File: config.mk
export PLATFORM = sky130hd
export DESIGN_NAME = multicycle_control
export DESIGN_NICKNAME = d
export VERILOG_FILES = /design/src/rtl/multicycle_control.sv
export SDC_FILE = /design/constraint.sdc
export NUM_CORES = 1
export LEC_CHECK = 0
export ABC_AREA = 0
export ABC_CLOCK_PERIOD_IN_PS = 4400
export CORE_MARGIN = 1.5
export CORE_UTILIZATION = 28
export DETAILED_ROUTE_END_ITERATION = 8
export GPL_TIMING_DRIVEN = 0
export SETUP_SLACK_MARGIN = 0.05
export SYNTH_ARGS = -nofsm -noshare
export SYNTH_HDL_FRONTEND = slang
export SYNTH_SLANG_ARGS = --single-unit
File: constraint.sdc
create_clock -name clk -period 4.4 [get_ports clk]
set_clock_uncertainty 0.05 [all_clocks]
set_input_delay 0.88 -clock clk [delete_from_list [all_inputs] [get_ports clk]]
set_output_delay 0.88 -clock clk [all_outputs]
set_load 0.005 [all_outputs]
File: src/rtl/multicycle_control.sv
// Multi-cycle sequencer for the MIPS-subset core.
// Walks IDLE -> FETCH -> DECODE -> EXEC -> [MEM] -> [WB] and drives the datapath strobes.
// The instruction class is latched in DECODE so later states do not depend on the decoder.
// A shared wait counter traps stalled memory handshakes.
// Every retirement pulses pc_write once, so the retired counter simply counts pc_write pulses.
module multicycle_control #(
  parameter int MEM_TIMEOUT = 15,
  parameter int CNT_W       = 16
) (
  input  logic             clk,
  input  logic             rst,
  input  logic             run,
  input  logic [5:0]       opcode,
  input  logic [5:0]       funct,
  input  logic             alu_zero,
  input  logic             imem_ack,
  input  logic             dmem_ack,
  output logic             imem_req,
  output logic             ir_load,
  output logic             dmem_req,
  output logic             memread,
  output logic             memwrite,
  output logic             regwrite,
  output logic             reg_dst,
  output logic             immReg,
  output logic [3:0]       aluOp,
  output logic             pc_write,
  output logic [1:0]       pc_src,
  output logic             fault,
  output logic [CNT_W-1:0] retired,
  output logic [2:0]       state
);

  typedef enum logic [2:0] {
    S_IDLE   = 3'd0,
    S_FETCH  = 3'd1,
    S_DECODE = 3'd2,
    S_EXEC   = 3'd3,
    S_MEM    = 3'd4,
    S_WB     = 3'd5,
    S_FAULT  = 3'd7
  } state_t;

  typedef enum logic [3:0] {
    C_ADD, C_SUB, C_AND, C_OR, C_SLT, C_ADDI, C_LW, C_SW, C_BEQ, C_J, C_ILL
  } class_t;

  localparam logic [7:0] WAIT_LAST = 8'(MEM_TIMEOUT - 1);

  state_t     state_q;
  state_t     state_d;
  class_t     cls_q;
  class_t     cls_dec;
  logic [7:0] wait_cnt;
  logic       is_rtype;
  logic       wait_ack;
  logic       timed_out;

  assign state     = state_q;
  assign is_rtype  = (cls_q == C_ADD) || (cls_q == C_SUB) || (cls_q == C_AND) ||
                     (cls_q == C_OR)  || (cls_q == C_SLT);
  assign wait_ack  = ((state_q == S_FETCH) && imem_ack) || ((state_q == S_MEM) && dmem_ack);
  assign timed_out = (wait_cnt == WAIT_LAST) && !wait_ack;

  // Classify the opcode/funct pair; any encoding outside the subset is illegal.
  always_comb begin
    cls_dec = C_ILL;
    case (opcode)
      6'h00: begin
        case (funct)
          6'h20:   cls_dec = C_ADD;
          6'h22:   cls_dec = C_SUB;
          6'h24:   cls_dec = C_AND;
          6'h25:   cls_dec = C_OR;
          6'h2A:   cls_dec = C_SLT;
          default: cls_dec = C_ILL;
        endcase
      end
      6'h08:   cls_dec = C_ADDI;
      6'h23:   cls_dec = C_LW;
      6'h2B:   cls_dec = C_SW;
      6'h04:   cls_dec = C_BEQ;
      6'h02:   cls_dec = C_J;
      default: cls_dec = C_ILL;
    endcase
  end

  // State register; reset parks the FSM in IDLE which decodes to all strobes low.
  always_ff @(posedge clk) begin
    if (rst) state_q <= S_IDLE;
    else     state_q <= state_d;
  end

  // Latch the instruction class once, in DECODE, while the decoder fields are valid.
  always_ff @(posedge clk) begin
    if (rst)                      cls_q <= C_ILL;
    else if (state_q == S_DECODE) cls_q <= cls_dec;
  end

  // Wait counter restarts on every entry to a handshake state and counts unacked cycles.
  always_ff @(posedge clk) begin
    if (rst)
      wait_cnt <= 8'd0;
    else if ((state_d != state_q) && ((state_d == S_FETCH) || (state_d == S_MEM)))
      wait_cnt <= 8'd0;
    else if (((state_q == S_FETCH) || (state_q == S_MEM)) && !wait_ack)
      wait_cnt <= wait_cnt + 8'd1;
  end

  // Retired count advances on each pc_write, which happens exactly once per instruction.
  always_ff @(posedge clk) begin
    if (rst)           retired <= '0;
    else if (pc_write) retired <= retired + 1'b1;
  end

  // Next-state and strobe decode from the current state and latched class.
  always_comb begin
    state_d  = state_q;
    imem_req = 1'b0;
    ir_load  = 1'b0;
    dmem_req = 1'b0;
    memread  = 1'b0;
    memwrite = 1'b0;
    regwrite = 1'b0;
    reg_dst  = 1'b0;
    immReg   = 1'b0;
    aluOp    = 4'b0000;
    pc_write = 1'b0;
    pc_src   = 2'b00;
    fault    = 1'b0;
    case (state_q)
      S_IDLE: begin
        if (run) state_d = S_FETCH;
      end
      S_FETCH: begin
        imem_req = 1'b1;
        if (imem_ack) begin
          ir_load = 1'b1;
          state_d = S_DECODE;
        end else if (timed_out) begin
          state_d = S_FAULT;
        end
      end
      S_DECODE: begin
        state_d = (cls_dec == C_ILL) ? S_FAULT : S_EXEC;
      end
      S_EXEC: begin
        case (cls_q)
          C_ADD: begin aluOp = 4'b0000; state_d = S_WB; end
          C_SUB: begin aluOp = 4'b0001; state_d = S_WB; end
          C_AND: begin aluOp = 4'b0010; state_d = S_WB; end
          C_OR:  begin aluOp = 4'b0011; state_d = S_WB; end
          C_SLT: begin aluOp = 4'b0100; state_d = S_WB; end
          C_ADDI: begin
            immReg  = 1'b1;
            state_d = S_WB;
          end
          C_LW, C_SW: begin
            immReg  = 1'b1;
            state_d = S_MEM;
          end
          C_BEQ: begin
            aluOp    = 4'b0001;
            pc_write = 1'b1;
            pc_src   = alu_zero ? 2'b01 : 2'b00;
            state_d  = S_FETCH;
          end
          C_J: begin
            pc_write = 1'b1;
            pc_src   = 2'b10;
            state_d  = S_FETCH;
          end
          default: state_d = S_FAULT;
        endcase
      end
      S_MEM: begin
        dmem_req = 1'b1;
        memread  = (cls_q == C_LW);
        memwrite = (cls_q == C_SW);
        if (dmem_ack) begin
          if (cls_q == C_LW) begin
            state_d = S_WB;
          end else begin
            pc_write = 1'b1;
            state_d  = S_FETCH;
          end
        end else if (timed_out) begin
          state_d = S_FAULT;
        end
      end
      S_WB: begin
        regwrite = 1'b1;
        reg_dst  = is_rtype;
        pc_write = 1'b1;
        state_d  = S_FETCH;
      end
      S_FAULT: begin
        fault = 1'b1;
      end
      default: state_d = S_FAULT;
    endcase
  end

endmodule

==> impl_results.rst, run 1 <==
.. list-table::
   :header-rows: 1

   * - Metric
     - Value
   * - Outcome
     - finished with violations
   * - Violated checks
     - design-rule violations
   * - Full die area
     - 7190 µm²
   * - Main area contributors after synthesis
     - sky130_fd_sc_hd__dfxtp_1 (33%), sky130_fd_sc_hd__a21oi_1 (5.9%), sky130_fd_sc_hd__nor2_1 (5.0%)
   * - Post-synthesis instance area
     - 1870 µm²
   * - Synthesized area per cell
     - 7.77 µm²
   * - Critical-path maximum fanout
     - 10
   * - Placement Cell Area
     - 2480 µm²
   * - Final Hold Viols
     - 0
   * - Leakage power summed over all cells
     - 0.896 nW
   * - Fin Hold WS
     - 427 ps
   * - Worst-case vdd ir drop
     - 145 µV
   * - Async S/R FF share, synth
     - 0%
   * - Critical path class
     - primary input to output port
   * - Final-layout fill cell count
     - 669
   * - Register-to-Register Path Depth
     - 6
   * - Quantity of hold-fixing buffers added after cts
     - 0
   * - Netlist cell types
     - 47
   * - Count of nets after finishing
     - 320
   * - Net count of the mapped netlist
     - 262
   * - Cell count of the worst hold path
     - 2
   * - Remaining number of nets flagged by the antenna check after routing
     - 0
   * - Crit path from
     - dmem_ack
   * - RSZ-0062 raised after global routing
     - false
   * - TritonCTS clock tree
     - done
   * - Tightest slew margin relative to the limit
     - 63.6%
   * - Number of cells produced by synthesis
     - 241
   * - Stage delay of the slowest cell on the critical path
     - 440 ps
   * - Routed wire per std cell
     - 12.7 µm
   * - Initial standard-cell utilization of the core
     - 29.2%
   * - Startpoint type of the worst setup path
     - primary input
   * - CTS Buffer Depth
     - 2
   * - Cell at the slowest stage of the critical path
     - sky130_fd_sc_hd__clkdlybuf4s50_1
   * - Total via count after detailed routing
     - 1923
   * - Worst EP arrival
     - 2670 ps
   * - Synth area leader
     - sky130_fd_sc_hd__dfxtp_1
   * - Clock transition time at the flip-flop clock pins of the worst setup and hold paths
     - 60 ps
   * - Wire length of the first global-routing pass
     - 8240 µm
   * - Hold Path Class
     - flip-flop to flip-flop
   * - Post-synth top flop
     - sky130_fd_sc_hd__dfxtp_1
   * - Vertical extent of the die
     - 84.8 µm
   * - Number of DRC violations after detailed-routing iteration 0
     - 128
   * - Number of antenna violations at the first check in global routing
     - 0
   * - Largest net degree at the start of global routing
     - 11
   * - CTS buffer count
     - 5
   * - Detailed Place HPWL
     - 3550 µm
   * - Maximum operating frequency
     - 278 MHz
   * - FF-to-FF setup slack
     - 2250 ps
   * - Cells along the critical path
     - clkdlybuf4s50_1 -> a21oi_1 -> o21a_4 -> buf_2 -> buf_2 -> inv_1 -> clkdlybuf4s50_1
   * - Die boundary width
     - 84.8 µm
   * - Critical path buffers and inverters
     - 5
   * - Tot GR Track Use
     - 14.0%
   * - Crit path max-delay family
     - buffers and inverters
   * - Residual overflow from global routing
     - 0
   * - CTS Sinks
     - 31
   * - Portion of the clock cycle consumed by the worst path in the final layout
     - 81.7%
   * - Pwr Total
     - 0.707 mW
   * - Count leader, synth
     - sky130_fd_sc_hd__dfxtp_1
   * - Count of input and output buffers
     - 51
   * - Remaining design rule violation count
     - 4
   * - Synthesized flop and latch total
     - 31
   * - Synth Warn #
     - 0
   * - Number of logic stages on the critical path including buffering
     - 7
   * - Commonest cells post-synth
     - sky130_fd_sc_hd__dfxtp_1 (31), sky130_fd_sc_hd__nor2_1 (25), sky130_fd_sc_hd__a21oi_1 (22), sky130_fd_sc_hd__o21ai_0 (17), sky130_fd_sc_hd__or3_1 (14)
   * - Worst endpoint required time
     - 3470 ps
   * - Gates resized, CTS repair
     - 0
   * - Post-synth top area share
     - 33.1%
   * - Worst skew pair latency
     - 280 ps
   * - Final setup vio count
     - 0
   * - Final worst path period need
     - 3600 ps
   * - Nature of the critical path endpoint
     - output port
   * - Area of all placed cells without fillers
     - 2600 µm²
   * - Vias in the first global route
     - 1771
   * - Number of H-tree levels
     - 2
   * - Number of pins exceeding their max-slew limit in the final report
     - 0
   * - Clock tree root buffer cell
     - sky130_fd_sc_hd__clkbuf_8
   * - Transition time at the pin with the least slew margin
     - 547 ps
   * - Post-synth EDFFs
     - 0
   * - Sequential cell area fraction in the yosys report
     - 33.1%
   * - Core ar.
     - 6420 µm²
   * - Wirelength, routed
     - 4780 µm
   * - Beginning of the worst hold path
     - retired[15]
   * - Area growth from synthesis to layout
     - 38.7%
   * - Final weighted congestion of routability-driven global placement
     - 0.818
   * - Vias/cell
     - 5.10
   * - Ant. Diodes
     - 0
   * - Pwr dens
     - 272 nW/µm²
   * - First-pass DRT Iterations
     - 6
   * - Maxcap violations
     - 0
   * - Placement Rows
     - 29
   * - # Post-CTS Setup Buffers
     - 0
   * - Number of top-level design ports
     - 53
   * - Share of post-route cells with drive strength above 1
     - 5.67%
   * - Total negative setup slack
     - 0 ps
   * - Critical register-to-register path startpoint
     - cls_q[3]
per-stage QoR:
stage / utilization, % / cells / setup WS [ps]
floorplan: - / 241 / 1860
global placement: 38.6 / 369 / 780
detailed placement: 38.6 / 369 / 791
CTS: 40.4 / 377 / 784
global route: 40.4 / 377 / 645
finish: 40.4 / 377 / 804
cell type report:
type	count	area (µm²)	area share (%)
Multi-Input combinational cell	186	1150	44.2
Sequential cell	31	621	23.9
Timing Repair Buffer	51	510	19.7
Tap cell	77	96.3	3.71
Clock buffer	6	82.6	3.18
Buffer	15	70.1	2.70
Clock inverter	2	35.0	1.35
Inverter	9	33.8	1.30
power by group:
part / switching [mW] / leakage (nW) / total [mW] / internal [mW]
Combinational: 0.0629 / 0.585 / 0.120 / 0.0573
Sequential: 0.00944 / 0.251 / 0.298 / 0.288
Clock: 0.106 / 0.0612 / 0.289 / 0.183
registers in the layout, summed over array words and instances (netlist names):
register,flops
retired,16
wait_cnt,8
cls_q,4
state,3
cells in the final DEF, fill, tap and decap left out, types with 2 or more instances in the layout:
cell                               n
sky130_fd_sc_hd__nand2b_1          3
sky130_fd_sc_hd__nor3_1            8
sky130_fd_sc_hd__buf_2             2
sky130_fd_sc_hd__clkbuf_8          6
sky130_fd_sc_hd__nor2_1           25
sky130_fd_sc_hd__or3_1            14
sky130_fd_sc_hd__a211o_1           2
sky130_fd_sc_hd__o31ai_1           5
sky130_fd_sc_hd__clkdlybuf4s50_1  51
sky130_fd_sc_hd__mux2i_1           3
sky130_fd_sc_hd__or4b_1            2
sky130_fd_sc_hd__nor2b_1           4
sky130_fd_sc_hd__inv_1             9
sky130_fd_sc_hd__clkbuf_1         10
sky130_fd_sc_hd__nand2_1          12
sky130_fd_sc_hd__nor3b_1           3
sky130_fd_sc_hd__nand4b_1          2
sky130_fd_sc_hd__ha_1              3
sky130_fd_sc_hd__nand3_1          12
sky130_fd_sc_hd__a21oi_1          22
sky130_fd_sc_hd__and3_1            8
sky130_fd_sc_hd__a31oi_1           2
sky130_fd_sc_hd__or4_1             5
sky130_fd_sc_hd__dfxtp_1          31
sky130_fd_sc_hd__xor2_1            7
sky130_fd_sc_hd__nand4_1           8
sky130_fd_sc_hd__o21ai_0          17
path summary, 6_finish.rpt:
path,to
max,pc_write
min,retired[15]
max reg2reg,retired[10]
min reg2reg,retired[15]
metal layers:
metal  GRT usage [%]  wire [µm]  up-vias
li1                -          -      997
met5               0          0        -
met2            23.4       2260       48
met1            18.1       2200      873
met4            4.02         43        0
met3            2.95        277        5
worst register-to-register path, stage by stage, from the launching register on:
cell and delay (ps):
sky130_fd_sc_hd__dfxtp_1 310, sky130_fd_sc_hd__clkbuf_1 330, sky130_fd_sc_hd__or3b_4 470, sky130_fd_sc_hd__o21a_4 150, sky130_fd_sc_hd__buf_6 140, sky130_fd_sc_hd__or4_1 490
sky130_fd_sc_hd__a21oi_1 150
kinds of logic after synthesis:
logic type | count (synthesis) | share of synthesized area, %
flops | 31 | 33.1
compound gates | 57 | 18.4
buf+inv | 24 | 5.54
simple gates | 113 | 34.7
fa+ha+maj | 3 | 2.00
other cells | 1 | 0.200
xor+xnor | 8 | 3.74
mux | 4 | 2.20
Note: power is estimated with default switching activity, not from simulation.
==> inputs of run 2 (changes only) <==
--- a/config.mk
+++ b/config.mk
@@ -6,7 +6,7 @@
 export NUM_CORES = 1
 export LEC_CHECK = 0
 export ABC_AREA = 0
-export ABC_CLOCK_PERIOD_IN_PS = 4400
+export ABC_CLOCK_PERIOD_IN_PS = 3300
 export CORE_MARGIN = 1.5
 export CORE_UTILIZATION = 28
 export DETAILED_ROUTE_END_ITERATION = 8
==> constraint.sdc (replaced) <==
create_clock -name clk -period 3.3 [get_ports clk]
set_clock_uncertainty 0.05 [all_clocks]
set_input_delay 0.66 -clock clk [delete_from_list [all_inputs] [get_ports clk]]
set_output_delay 0.66 -clock clk [all_outputs]
set_load 0.005 [all_outputs]
==> run 2 against run 1 <==
The flow still finishes with violations (design-rule violations). Register-to-register slack worse by 1100 ps. Die area is the same. Critical path depth did not move. Sequential share of layout area about the same. First-iteration DRC count down 9.4%. Final cell count shrank 0.53%. Final area is the same. Clock power rose by 34%. Total power grew 34%. Utilization stayed put. Sequential power grew 35%. Critical path type is now flip-flop to output port. Critical endpoint unchanged. Largest power group unchanged.
==> impl_results.rst, run 2 (same netlist as run 1, synthesis figures left out) <==
.. list-table::
   :header-rows: 1

   * - Metric
     - Value
   * - Outcome
     - finished with violations
   * - Violated checks
     - design-rule violations
   * - Die boundary width
     - 84.8 µm (unchanged)
   * - Placement Rows
     - 29 (unchanged)
   * - RR Endpoint
     - wait_cnt[1]
   * - Number of DRC violations after detailed-routing iteration 0
     - 116 (-9.4%)
   * - Number of standard cells in the final layout excluding fillers
     - 375 (-0.53%)
   * - Number of pins exceeding their max-slew limit in the final report
     - 0 (unchanged)
   * - Cell at the slowest stage of the critical path
     - sky130_fd_sc_hd__clkdlybuf4s50_1
   * - Critical path buffers and inverters
     - 4 (-1)
   * - Crit path from
     - cls_q[2]
   * - Number of logic stages on the critical path including buffering
     - 7 (unchanged)
   * - Count of nets after finishing
     - 318 (-0.63%)
   * - Leakage power summed over all cells
     - 0.897 nW (about the same)
   * - Clock power frac
     - 41.0% (about the same)
   * - Critical-path maximum fanout
     - 10 (unchanged)
   * - Clock tree root buffer cell
     - sky130_fd_sc_hd__clkbuf_8
   * - Number of top-level design ports
     - 53 (unchanged)
   * - Setup slack of the critical path after layout
     - 195 ps (-609 ps)
   * - Final-layout fill cell count
     - 674 (+0.75%)
   * - Sequential Area
     - 622 µm² (+0.20%)
   * - Number of antenna violations at the first check in global routing
     - 0 (unchanged)
   * - Largest registers
     - retired x16, wait_cnt x8, cls_q x4
   * - Initial standard-cell utilization of the core
     - 29.2% (unchanged)
   * - Pwr dens
     - 364 nW/µm² (+34%)
   * - Sw Pwr
     - 0.239 mW (+34%)
   * - Critical path class
     - flip-flop to output port
   * - Worst EP arrival
     - 2400 ps (-270 ps)
   * - Sequential share of power
     - 42.7% (+0.6 points)
   * - Combinational share of power
     - 16.3% (-0.7 points)
   * - Final setup vio count
     - 0 (unchanged)
   * - Multi-input gate area in the final layout
     - 1150 µm² (+0.33%)
   * - Total via count after detailed routing
     - 1898 (-1.3%)
   * - Total negative setup slack
     - 0 ps (unchanged)
   * - Tightest slew margin relative to the limit
     - 62.4% (-1.2 points)
   * - Vias/cell
     - 5.06 (-0.77%)
   * - Transition time at the pin with the least slew margin
     - 564 ps (+17.3 ps)
   * - Wire length of the first global-routing pass
     - 8240 µm (unchanged)
   * - Tot GR Track Use
     - 14.0% (unchanged)
   * - Vertical extent of the die
     - 84.8 µm (unchanged)
   * - Maxcap violations
     - 0 (unchanged)
   * - Critical register-to-register path startpoint
     - state[2]
   * - Internal portion of total power
     - 0.705 mW (+33%)
   * - Maximum operating frequency
     - 322 MHz
   * - Clock transition time at the flip-flop clock pins of the worst setup and hold paths
     - 70 ps (about the same)
   * - Worst endpoint required time
     - 2590 ps (-880 ps)
   * - Portion of the clock cycle consumed by the worst path in the final layout
     - 94.1%
   * - Wirelength, routed
     - 4770 µm (-0.10%)
   * - FF-to-FF setup slack
     - 1150 ps (-1100 ps)
   * - Placement Cell Area
     - 2480 µm² (unchanged)
   * - Final worst path period need
     - 3110 ps
   * - Ant. Diodes
     - 0 (unchanged)
   * - Share of post-route cells with drive strength above 1
     - 6.38% (+0.71 points)
   * - Number of placed instances with taps included
     - 369 (unchanged)
   * - Area of all placed cells without fillers
     - 2600 µm² (unchanged)
   * - Largest net degree at the start of global routing
     - 11 (unchanged)
   * - Remaining design rule violation count
     - 4 (unchanged)
   * - Pwr Total
     - 0.944 mW (+34%)
   * - Register-to-Register Path Depth
     - 6 (unchanged)
   * - Most common cell after layout, fill and taps aside
     - sky130_fd_sc_hd__clkdlybuf4s50_1
   * - Routed wire per std cell
     - 12.7 µm (+0.43%)
   * - Full die area
     - 7190 µm² (unchanged)
   * - DP Worst Slack
     - 131 ps (-660 ps)
   * - Share of total power consumed by net switching
     - 25.3% (+0.082 points)
   * - Commonest cells after routing, fill and taps aside
     - sky130_fd_sc_hd__clkdlybuf4s50_1 (51), sky130_fd_sc_hd__dfxtp_1 (30), sky130_fd_sc_hd__nor2_1 (25), sky130_fd_sc_hd__a21oi_1 (21), sky130_fd_sc_hd__o21ai_0 (17)
   * - Stage delay of the slowest cell on the critical path
     - 490 ps (+50 ps)
   * - Count of input and output buffers
     - 51 (unchanged)
   * - Number of H-tree levels
     - 2 (unchanged)
   * - Critical Path End
     - pc_write
   * - TritonCTS clock tree
     - done
   * - CTS Sinks
     - 31 (unchanged)
   * - Final weighted congestion of routability-driven global placement
     - 0.818 (unchanged)
   * - CTS buffer count
     - 5 (unchanged)
   * - Largest register FFs
     - 16 (unchanged)
   * - Area growth from synthesis to layout
     - 38.7% (unchanged)
   * - Worst-case vdd ir drop
     - 194 µV (+33%)
   * - First-pass DRT Iterations
     - 6 (unchanged)
   * - Crit path max-delay family
     - buffers and inverters
   * - Remaining number of nets flagged by the antenna check after routing
     - 0 (unchanged)
   * - RSZ-0062 raised after global routing
     - false
   * - Startpoint type of the worst setup path
     - flip-flop
   * - Final Hold Viols
     - 0 (unchanged)
   * - Nature of the critical path endpoint
     - output port
   * - Quantity of hold-fixing buffers added after cts
     - 0 (unchanged)
   * - Vias in the first global route
     - 1771 (unchanged)
   * - Hold Path Class
     - flip-flop to flip-flop
   * - # Post-CTS Setup Buffers
     - 0 (unchanged)
   * - Largest register by flop count
     - retired
   * - Core ar.
     - 6420 µm² (unchanged)
   * - Worst skew pair latency
     - 280 ps (about the same)
   * - Cells along the critical path
     - nand4bb_4 -> or3b_4 -> o21a_4 -> buf_2 -> clkbuf_4 -> inv_1 -> clkdlybuf4s50_1
   * - Detailed Place HPWL
     - 3550 µm (unchanged)
   * - CTS Buffer Depth
     - 2 (unchanged)
   * - Residual overflow from global routing
     - 0 (unchanged)
## run 2: cell types whose count changed in the layout (fill, tap and decap cells not counted), sizes merged
cell	before	now
buf	5	4
clkbuf	16	15
## run 2: how the worst min path moves through the flow
stage	start	to	slack [ps]	cells past startpoint
after floorplan	retired[15]	retired[15]	420	2
after CTS	retired[15]	retired[15]	430	2
final	retired[15]	retired[15]	430	2
after global routing	retired[15]	retired[15]	450	2
after global placement	retired[15]	retired[15]	420	2
after detailed placement	retired[15]	retired[15]	420	2
## run 2: through the flow
stage	util, %	hold WS (ps)
floorplan	-	418
global placement	38.6	416
detailed placement	38.6	424
CTS	40.4	433
global route	40.4	448
finish	40.4	426
## run 2: power by group through the flow
stage / logic (mW) / clock network (mW) / registers [mW]
floorplan: 0.0923 / 0 / 0.403
global placement: 0.160 / 0 / 0.405
detailed placement: 0.160 / 0 / 0.406
CTS: 0.161 / 0.399 / 0.397
global route: 0.174 / 0.418 / 0.406
finish: 0.154 / 0.387 / 0.403
## run 2: final cells by class
class | instances | share of cell area, %
Clock inverter | 2 | 1.35
Multi-Input combinational cell | 186 | 44.4
Timing Repair Buffer | 51 | 19.7
Sequential cell | 31 | 23.9
Tap cell | 77 | 3.71
Inverter | 9 | 1.30
Clock buffer | 6 | 3.18
Buffer | 13 | 2.50
## run 2: per-layer routing
metal / vias up / wire length [µm] / global-route usage, %
li1: 991 / - / -
met1: 854 / 2250 / 18.1
met2: 48 / 2220 / 23.4
met3: 5 / 260 / 2.95
met4: 0 / 41 / 4.02
met5: - / 0 / 0
## run 2: repair_timing
| item | 4_1_cts | 5_1_grt |
|---|---|---|
| resized for setup | 0 | 3 |
| endpoints found under the setup margin | 0 | 1 |
| endpoints found under the hold margin | 0 | 0 |
## run 2: worst reg2reg max path: stages, from the launching register on
cell and delay [ps]:
sky130_fd_sc_hd__dfxtp_1 340, sky130_fd_sc_hd__clkbuf_1 210, sky130_fd_sc_hd__or4b_1 610, sky130_fd_sc_hd__nor3_1 240, sky130_fd_sc_hd__a211o_1 170, sky130_fd_sc_hd__o211ai_2 200
sky130_fd_sc_hd__a211oi_1 250
==> inputs of run 3 (changes only) <==
==> constraint.sdc (replaced) <==
create_clock -name clk -period 3.3 [get_ports clk]
set_clock_uncertainty 0.05 [all_clocks]
set_input_delay 0.99 -clock clk [delete_from_list [all_inputs] [get_ports clk]]
set_output_delay 0.99 -clock clk [all_outputs]
set_load 0.005 [all_outputs]
==> run 3 against run 2 <==
The run still ends with design-rule violations left. Utilization up 0.51 points. Clock power hardly changed. Sequential power hardly changed. Hold slack is essentially flat. Combinational power is 4% higher. Fmax is 2.6% lower. Critical path type is now primary input to output port. Largest cell class unchanged. Largest power group unchanged.
==> impl_results.rst, run 3 (same netlist as run 1, synthesis figures left out) <==
.. list-table::
   :header-rows: 1

   * - Metric
     - Value
   * - Outcome
     - finished with violations
   * - Violated checks
     - design-rule violations
   * - Transition time at the pin with the least slew margin
     - 563 ps (-1.00 ps)
   * - Portion of the clock cycle consumed by the worst path in the final layout
     - 96.6% (+2.5 points)
   * - Max Used Layer
     - met4
   * - Worst EP arrival
     - 2150 ps (-250 ps)
   * - Worst-case vdd ir drop
     - 194 µV (about the same)
   * - CTS buffer count
     - 5 (unchanged)
   * - Number of placed instances with taps included
     - 369 (unchanged)
   * - Quantity of hold-fixing buffers added after cts
     - 0 (unchanged)
   * - Number of antenna violations at the first check in global routing
     - 0 (unchanged)
   * - Multi-input gate area in the final layout
     - 1160 µm² (+0.43%)
   * - Number of H-tree levels
     - 2 (unchanged)
   * - Die boundary width
     - 84.8 µm (unchanged)
   * - Pwr dens
     - 360 nW/µm² (-0.91%)
   * - Worst skew pair latency
     - 280 ps (about the same)
   * - Vias in the first global route
     - 1750 (-1.2%)
   * - Met1 layer wirelength in the final routing
     - 2300 µm (+2.0%)
   * - Fin Hold WS
     - 426 ps (-0.460 ps)
   * - Sw Pwr
     - 0.238 mW (-0.47%)
   * - Met3 Wirelength
     - 257 µm (-1.2%)
   * - Leakage power summed over all cells
     - 0.917 nW (+2.3%)
   * - Number of DRC violations after detailed-routing iteration 0
     - 136 (+17%)
   * - Number of standard cells in the final layout excluding fillers
     - 377 (+0.53%)
   * - Total negative setup slack
     - 0 ps (unchanged)
   * - Critical path class
     - primary input to output port
   * - Share of post-route cells with drive strength above 1
     - 8.33% (+2.0 points)
   * - Final worst path period need
     - 3190 ps (+84.0 ps)
   * - Commonest cells after routing, fill and taps aside
     - sky130_fd_sc_hd__clkdlybuf4s50_1 (50), sky130_fd_sc_hd__dfxtp_1 (28), sky130_fd_sc_hd__nor2_1 (25), sky130_fd_sc_hd__a21oi_1 (21), sky130_fd_sc_hd__o21ai_0 (17)
   * - Final-layout fill cell count
     - 670 (-0.59%)
   * - Largest net degree at the start of global routing
     - 13 (+2)
   * - Remaining design rule violation count
     - 4 (unchanged)
   * - End-of-flow core utilization
     - 41.0% (+0.51 points)
   * - Placement Rows
     - 29 (unchanged)
   * - Initial standard-cell utilization of the core
     - 29.2% (unchanged)
   * - Sequential share of power
     - 42.6% (about the same)
   * - Pwr Total
     - 0.948 mW (+0.33%)
   * - Count of nets after finishing
     - 320 (+0.63%)
   * - Worst endpoint required time
     - 2260 ps (-330 ps)
   * - Hold Path Class
     - flip-flop to flip-flop
   * - Remaining number of nets flagged by the antenna check after routing
     - 0 (unchanged)
   * - Critical-path maximum fanout
     - 4 (-6)
   * - Detailed route wirelength on metal2
     - 2230 µm (+0.45%)
   * - Share of total power consumed by net switching
     - 25.1% (-0.20 points)
   * - RSZ-0062 raised after global routing
     - false
   * - Core ar.
     - 6420 µm² (unchanged)
   * - Largest register FFs
     - 16 (unchanged)
   * - Maximum operating frequency
     - 314 MHz (-2.6%)
   * - Number of top-level design ports
     - 53 (unchanged)
   * - Total via count after detailed routing
     - 1897 (-0.053%)
   * - Tot GR Track Use
     - 14.0% (+0.041 points)
   * - Tightest slew margin relative to the limit
     - 62.5% (+0.067 points)
   * - Final weighted congestion of routability-driven global placement
     - 0.818 (unchanged)
   * - CTS Buffer Depth
     - 2 (unchanged)
   * - Routed wire per std cell
     - 12.8 µm (+0.53%)
   * - Vias/cell
     - 5.03 (-0.58%)
   * - Largest register by flop count
     - retired
   * - Most common cell after layout, fill and taps aside
     - sky130_fd_sc_hd__clkdlybuf4s50_1
   * - Clock power frac
     - 40.5% (-0.5 points)
   * - Detailed Place HPWL
     - 3550 µm (unchanged)
   * - Maxcap violations
     - 0 (unchanged)
   * - Area growth from synthesis to layout
     - 40.4%
   * - Startpoint type of the worst setup path
     - primary input
   * - Full die area
     - 7190 µm² (unchanged)
   * - Residual overflow from global routing
     - 0 (unchanged)
   * - Final Hold Viols
     - 0 (unchanged)
   * - Combinational share of power
     - 16.9% (+0.6 points)
   * - Wire length of the first global-routing pass
     - 8250 µm (about the same)
   * - Count of input and output buffers
     - 51 (unchanged)
   * - Wirelength, routed
     - 4820 µm (+1.1%)
   * - Register-to-Register Path Depth
     - 7 (+1)
   * - Sequential Area
     - 624 µm² (+0.40%)
   * - Internal portion of total power
     - 0.710 mW (+0.60%)
   * - Clock transition time at the flip-flop clock pins of the worst setup and hold paths
     - 60 ps (about the same)
   * - Number of pins exceeding their max-slew limit in the final report
     - 0 (unchanged)
   * - Final setup vio count
     - 0 (unchanged)
   * - TritonCTS clock tree
     - done
   * - Nature of the critical path endpoint
     - output port
   * - Cell count of the worst hold path
     - 2 (unchanged)
   * - Largest registers
     - retired x16, wait_cnt x8, cls_q x4
   * - Vertical extent of the die
     - 84.8 µm (unchanged)
   * - Ant. Diodes
     - 0 (unchanged)
   * - CTS Sinks
     - 31 (unchanged)
   * - Clock tree root buffer cell
     - sky130_fd_sc_hd__clkbuf_8
   * - First-pass DRT Iterations
     - 6 (unchanged)
==> run 3: layout make-up <==
class / instances / share of cell area (%)
tap: 77 / 3.66
inverter: 9 / 1.28
multi-input combinational: 186 / 44.0
sequential: 31 / 23.7
buffer: 12 / 2.62
clock inverter: 2 / 1.33
timing repair buffer: 54 / 20.2
clock buffer: 6 / 3.14
==> run 3: power by group through the flow <==
stage / sequential [mW] / combinational (mW) / clock, mW
after floorplan: 0.403 / 0.0923 / 0
after global placement: 0.405 / 0.160 / 0
after detailed placement: 0.406 / 0.160 / 0
after CTS: 0.400 / 0.159 / 0.399
after global routing: 0.406 / 0.179 / 0.418
final: 0.404 / 0.160 / 0.384
==> run 3: through the flow <==
stage	instance area, µm²	setup slack (ps)
after floorplan	1870	538
after global placement	2480	-540
after detailed placement	2480	-529
after CTS	2610	54.2
after global routing	2630	57.1
final	2630	111
==> run 3: final timing paths <==
path	start	endpoint	slack [ps]
hold / removal	retired[15]	retired[15]	430
hold reg to reg	retired[15]	retired[15]	430
setup reg to reg	state[2]	retired[10]	1060
setup / recovery	dmem_ack	pc_write	110
==> run 3: what timing repair did <==
item	CTS	global route
cloned	0	0
resized for setup	4	7
setup endpoints to repair	1	5
pin swaps	1	2
buffers inserted	1	2
==> run 3: worst max-delay path: stages <==
cell and delay (ps):
sky130_fd_sc_hd__dlygate4sd2_1 230, sky130_fd_sc_hd__a21oi_2 70, sky130_fd_sc_hd__o21a_4 210, sky130_fd_sc_hd__buf_8 120
sky130_fd_sc_hd__inv_1 40, sky130_fd_sc_hd__clkdlybuf4s50_1 480
==> run 3: metal layers <==
| layer | GRT usage (%) | up-vias |
|---|---|---|
| met1 | 18.4 | 855 |
| met2 | 23.2 | 44 |
| li1 | - | 993 |
| met5 | 0 | - |
| met4 | 4.02 | 0 |
| met3 | 2.95 | 5 |
